**config.mk**
```make
export PLATFORM = sky130hd
export DESIGN_NAME = pu_msp430_trace_ctrl
export DESIGN_NICKNAME = d
export VERILOG_FILES = /design/src/rtl/pu_msp430_trace_ctrl.sv
export SDC_FILE = /design/constraint.sdc
export NUM_CORES = 1
export LEC_CHECK = 0
export BUFFER_PORTS_ARGS = -buffer_cell sky130_fd_sc_hd__buf_2
export CORE_MARGIN = 3
export CORE_UTILIZATION = 37
export CTS_BUF_LIST = sky130_fd_sc_hd__clkbuf_2
export CTS_CLUSTER_SIZE = 16
export DETAILED_ROUTE_END_ITERATION = 16
export HOLD_SLACK_MARGIN = 0.03
export PLACE_DENSITY = 0.54
export SLEW_MARGIN = 20
export SYNTH_ARGS = -nofsm -noshare
export SYNTH_HDL_FRONTEND = slang
export SYNTH_SLANG_ARGS = --single-unit
```
**constraint.sdc**
```tcl
create_clock -name mclk -period 8 [get_ports mclk]
set_input_delay 0.4 -clock mclk [delete_from_list [all_inputs] [get_ports mclk]]
set_output_delay 0.4 -clock mclk [all_outputs]
set_load 0.01 [all_outputs]
```
**src/rtl/pu_msp430_trace_ctrl.sv**
```systemverilog
// MSP430 instruction-trace capture: circular buffer of decode events with an
// arm/trigger/post-trigger sequencer and oldest-first valid/ready readout.
//
// state | meaning
// IDLE  | no capture, decodes ignored
// ARMED | pre-trigger capture, watching for PC match or force
// POST  | post-trigger capture, post_rem counts down remaining writes
// DONE  | capture frozen, draining oldest-first
module pu_msp430_trace_ctrl #(
   parameter int DEPTH_LOG2 = 4
) (
   input  logic                  mclk,
   input  logic                  reset_n,
   input  logic                  decode,
   input  logic [15:0]           pc,
   input  logic [15:0]           ir,
   input  logic                  irq_detect,
   input  logic                  arm,
   input  logic                  trig_en,
   input  logic [15:0]           trig_pc,
   input  logic                  trig_force,
   input  logic [DEPTH_LOG2:0]   post_cnt,
   input  logic                  rd_ready,
   output logic                  rd_valid,
   output logic [32:0]           rd_data,
   output logic                  rd_last,
   output logic [DEPTH_LOG2:0]   entries,
   output logic [2:0]            state,
   output logic                  triggered
);

   localparam int DEPTH = 1 << DEPTH_LOG2;
   localparam logic [DEPTH_LOG2:0]   CNT_ONE  = (DEPTH_LOG2+1)'(1);
   localparam logic [DEPTH_LOG2:0]   CNT_FULL = (DEPTH_LOG2+1)'(DEPTH);
   localparam logic [DEPTH_LOG2-1:0] PTR_ONE  = DEPTH_LOG2'(1);

   typedef enum logic [2:0] {
      ST_IDLE  = 3'd0,
      ST_ARMED = 3'd1,
      ST_POST  = 3'd2,
      ST_DONE  = 3'd3
   } state_e;

   state_e                  state_q, state_d;
   logic [DEPTH_LOG2-1:0]   wr_ptr_q, wr_ptr_d;
   logic [DEPTH_LOG2-1:0]   rd_ptr_q, rd_ptr_d;
   logic [DEPTH_LOG2:0]     entries_q, entries_d;
   logic [DEPTH_LOG2:0]     post_cnt_q, post_cnt_d;
   logic [DEPTH_LOG2:0]     post_rem_q, post_rem_d;
   logic                    triggered_q, triggered_d;
   logic                    wr_en;
   logic                    trig_hit;
   logic [32:0]             trace_mem [DEPTH];

   assign trig_hit = (decode && trig_en && (pc == trig_pc)) || trig_force;

   always_comb begin
      state_d     = state_q;
      wr_ptr_d    = wr_ptr_q;
      rd_ptr_d    = rd_ptr_q;
      entries_d   = entries_q;
      post_cnt_d  = post_cnt_q;
      post_rem_d  = post_rem_q;
      triggered_d = triggered_q;
      wr_en       = 1'b0;

      if (arm) begin
         // arm overrides any capture, trigger or transfer in the same cycle
         state_d     = ST_ARMED;
         wr_ptr_d    = '0;
         entries_d   = '0;
         triggered_d = 1'b0;
         post_cnt_d  = post_cnt;
      end else begin
         case (state_q)
            ST_ARMED, ST_POST: begin
               if (decode) begin
                  wr_en    = 1'b1;
                  wr_ptr_d = wr_ptr_q + PTR_ONE;
                  if (entries_q != CNT_FULL) entries_d = entries_q + CNT_ONE;
               end
               if (state_q == ST_ARMED) begin
                  if (trig_hit) begin
                     triggered_d = 1'b1;
                     if (post_cnt_q == '0) begin
                        state_d = ST_DONE;
                     end else begin
                        state_d    = ST_POST;
                        post_rem_d = post_cnt_q;
                     end
                  end
               end else if (decode) begin
                  post_rem_d = post_rem_q - CNT_ONE;
                  if (post_rem_q == CNT_ONE) state_d = ST_DONE;
               end
            end
            ST_DONE: begin
               if (entries_q == '0) begin
                  state_d     = ST_IDLE;
                  triggered_d = 1'b0;
               end else if (rd_ready) begin
                  rd_ptr_d  = rd_ptr_q + PTR_ONE;
                  entries_d = entries_q - CNT_ONE;
                  if (entries_q == CNT_ONE) begin
                     state_d     = ST_IDLE;
                     triggered_d = 1'b0;
                  end
               end
            end
            default: ;
         endcase
      end

      // a full buffer truncates entries to 0 here, so oldest is at wr_ptr
      if (state_d == ST_DONE && state_q != ST_DONE)
         rd_ptr_d = wr_ptr_d - entries_d[DEPTH_LOG2-1:0];
   end

   always_ff @(posedge mclk or negedge reset_n) begin
      if (!reset_n) begin
         state_q     <= ST_IDLE;
         wr_ptr_q    <= '0;
         rd_ptr_q    <= '0;
         entries_q   <= '0;
         post_cnt_q  <= '0;
         post_rem_q  <= '0;
         triggered_q <= 1'b0;
      end else begin
         state_q     <= state_d;
         wr_ptr_q    <= wr_ptr_d;
         rd_ptr_q    <= rd_ptr_d;
         entries_q   <= entries_d;
         post_cnt_q  <= post_cnt_d;
         post_rem_q  <= post_rem_d;
         triggered_q <= triggered_d;
      end
   end

   always_ff @(posedge mclk) begin
      if (wr_en) trace_mem[wr_ptr_q] <= {irq_detect, pc, ir};
   end

   assign rd_valid  = (state_q == ST_DONE) && (entries_q != '0);
   assign rd_last   = rd_valid && (entries_q == CNT_ONE);
   assign rd_data   = trace_mem[rd_ptr_q];
   assign entries   = entries_q;
   assign state     = state_q;
   assign triggered = triggered_q;

endmodule
```
==> impl_metrics.env <==
export IMPL_cts_root_buf="clkbuf_2"
export IMPL_worst_path_max_fanout=37
export IMPL_pwr_share_comb_pct=29.1
export IMPL_coreArea_um2=59500
export IMPL_placed_cells=2097
export IMPL_drive_above_1_share_pct=28.8
export IMPL_clock_skew_ps=47.4
export IMPL_start_kind="flip-flop"
export IMPL_r2r_cells=6
export IMPL_slew_violations=0
export IMPL_drv_cap=0
export IMPL_synth_top_area_share_pct=70.9
export IMPL_critPathKind="reg2out"
export IMPL_p_seq_share_pct=46.1
export IMPL_totalWireLength_um=55100
export IMPL_cts_buffers=145
export IMPL_place_congestion=0.753
export IMPL_intPower_mw=4.88
export IMPL_netlist_instances=1264
export IMPL_die_area_um2=63500
export IMPL_grt_overflow=0
export IMPL_r2r_start="state[1]"
export IMPL_synth_largest_area_cell="edfxtp_1"
export IMPL_period_share_pct=61.0
export IMPL_dp_hpwl_um=28800
export IMPL_area_growth_pct=16.6
export IMPL_synthTopCellsByArea="edfxtp_1 (71%), mux4_2 (6.6%), mux2i_1 (4.7%)"
export IMPL_rsz0062_at_grt="no"
export IMPL_start_util_pct=37.6
export IMPL_dieWidth_um=252
export IMPL_ys_ff_latch=555
export IMPL_min_path_type="in2reg"
export IMPL_yosysWarnings=0
export IMPL_wl_met1_um=23500
export IMPL_num_fill_cells=5399
export IMPL_r2r_slack_ps=4360
export IMPL_ys_types=58
export IMPL_p_sw_share_pct=33.2
export IMPL_synth_async_reset_ratio_pct=4.86
export IMPL_timing_fmax_mhz=205
export IMPL_wl_per_cell_um=22.6
export IMPL_hp_start="trig_pc[12]"
export IMPL_drt_iter0_drc=889
export IMPL_power_leakage_nw=8.92
export IMPL_detail_route_antenna_nets=0
export IMPL_portBuffers=104
export IMPL_worst_slack_ps=3120
export IMPL_yosysSeqAreaShare_pct=73.9
export IMPL_multi_input_area_um2=5570
export IMPL_clk_pin_slew_ps=100
export IMPL_vias=12700
export IMPL_worstPathArrival_ps=4480
export IMPL_clk_latency_ps=1220
export IMPL_num_rows=89
export IMPL_htreeDepth=4
export IMPL_p_per_area_nw_per_um2=280
export IMPL_setup_violations_final=0
export IMPL_worst_pin_slew_ps=1040
export IMPL_dp_slack_ps=4300
export IMPL_final_cells=2437
export IMPL_routed_via_density=5.21
export IMPL_top_layer="met5"
export IMPL_clock_sinks=555
export IMPL_grt_max_degree=131
export IMPL_grt_pass1_vias=13300
export IMPL_endpoint_kind="output pin"
export IMPL_min_period_ps=4880
export IMPL_holdPathStages=6
export IMPL_synth_area_per_cell_um2=17.7
export IMPL_fin_nets=1650
export IMPL_relSlewSlack_pct=30.7
export IMPL_synth_area_um2=22400
export IMPL_regArea_um2=16500
export IMPL_dr_wl_met2_um=27700
export IMPL_cts_tree="built"
export IMPL_worstPathRequired_ps=7600
export IMPL_regToRegEndpoint="trace_mem[7][17]"
export IMPL_synthesis_nets=1340
export IMPL_switching_power_mw=2.42
export IMPL_clock_path_buffers=3
export IMPL_synth_edf_count=528
export IMPL_fin_tns_setup_ps=0
export IMPL_synth_main_ff_cell="edfxtp_1"
export IMPL_clkPwrFrac_pct=24.9
export IMPL_io_pins=105
export IMPL_cts_setup_buffers=0
export IMPL_firstDrtPassIters=6
export IMPL_grt_usage_pct=17.7
export IMPL_die_h_um=252
export IMPL_status="complete, no violations"
export IMPL_met3_wirelength_um=3220
export IMPL_antenna_found_initial=2
export IMPL_peakVddDrop_v=0.000239
export IMPL_hold_viol_final=0
export IMPL_hold_end="post_rem_q[4]"
export IMPL_drc=0
export IMPL_grt_first_pass_wirelength_um=82800
-- critical path, cell delays in order, from the launching register on --
cell     delay (ps)
dfrtp_4         820
buf_4           650
nand2_1         530
buf_4           410
o21ai_0         190
a21oi_1          70
o21ai_0         230
nand2_1         130
buf_2           170
-- worst max-delay path by stage --
| stage | startpoint | to | slack, ps | depth (start not counted) |
|---|---|---|---|---|
| 2_1_floorplan | state[0] | trace_mem[11][0] | 3960 | 6 |
| 3_3_place_gp | rd_ptr_q[1] | rd_data[21] | 4420 | 8 |
| 3_5_place_dp | rd_ptr_q[1] | rd_data[7] | 4300 | 8 |
| 4_1_cts | rd_ptr_q[1] | rd_data[7] | 2840 | 8 |
| 5_1_grt | rd_ptr_q[1] | rd_data[3] | 2760 | 8 |
| 6_report | rd_ptr_q[1] | rd_data[7] | 3120 | 8 |
-- synthesized netlist by cell type (all sizes together) (14+ instances only) --
master	count
xor2	18
o21ai	75
a221oi	33
ha	14
a22oi	33
nand2	69
mux2	32
mux2i	106
clkbuf	40
nor2	18
inv	18
a21oi	59
dfrtp	27
buf	28
mux4	66
edfxtp	528
-- stage by stage --
step                instance area, um^2  hold slack (ps)  util (%)  total power, mW
global placement                  23900              462      40.1             5.54
global route                      26100              155      43.9             7.76
detailed placement                23900              466      40.1             5.55
finish                            26100              247      43.9             7.30
CTS                               26100             30.2      43.9             7.43
floorplan                         22400              104         -             4.80
-- timing repair --
action,in CTS,in global routing
setup endpoints to repair,0,0
resized for setup,0,0
hold buffers,103,0
hold endpoints to repair,582,0
-- metal layers --
metal  vias to the layer above  GRT usage, %
met2                       372          29.3
met3                        54          4.60
met4                         2          5.54
li1                       5774             -
met5                         -             0
met1                      6504          23.0
-- cells in the final DEF (no fill, tap or decap), types with 4 or more instances in the layout --
cell,n
nand2b_1,6
a22oi_1,33
xnor2_1,8
clkinv_1,15
nor3_1,8
a221oi_1,33
o21ai_0,72
inv_2,4
edfxtp_1,528
and2_2,9
nand3_1,10
nor2_1,14
mux4_2,66
and3_1,4
xor2_1,18
a21oi_1,58
mux2_2,32
buf_2,104
dlygate4sd3_1,102
mux2i_1,106
nand4_1,4
dfrtp_1,23
nor3_2,4
o211ai_1,6
ha_1,14
buf_4,23
inv_1,17
nor4_1,4
nor2_4,4
clkbuf_2,216
nand2_1,69
-- cell type report --
class	instances	area share, %
Multi-Input combinational cell	623	21.3
Inverter	18	0.259
Timing Repair Buffer	231	6.73
Clock inverter	19	0.374
Clock buffer	216	4.14
Antenna cell	2	0.0192
Sequential cell	555	63.4
Tap cell	773	3.71
-- state kept, by name, summed over array words and instances, names as in the netlist --
name and cells:
rd_ptr_q 4, wr_ptr_q 4, state 3, post_rem_q 5
triggered 1, post_cnt_q 5, entries 5, trace_mem 528
-- cell families (layout without fill, tap and decap cells) --
| kind of cell | count (synthesis) | after routing | synth area share, % |
|---|---|---|---|
| flops | 555 | 555 | 73.9 |
| compound gates | 221 | 221 | 6.22 |
| mux | 204 | 204 | 13.0 |
| simple gates | 157 | 157 | 3.47 |
| buf+inv | 86 | 484 | 1.55 |
| xor+xnor | 26 | 26 | 1.02 |
| fa+ha+maj | 15 | 15 | 0.872 |
| other cells | 0 | 2 | 0 |
-- power groups by stage --
stage	sequential, mW	combinational, mW	clock (mW)
after floorplan	3.32	1.48	0
after global placement	3.42	2.12	0
after detailed placement	3.43	2.12	0
after CTS	3.36	2.17	1.90
after global routing	3.37	2.33	2.06
final	3.36	2.12	1.81
Power figures use the tool's default switching activity.
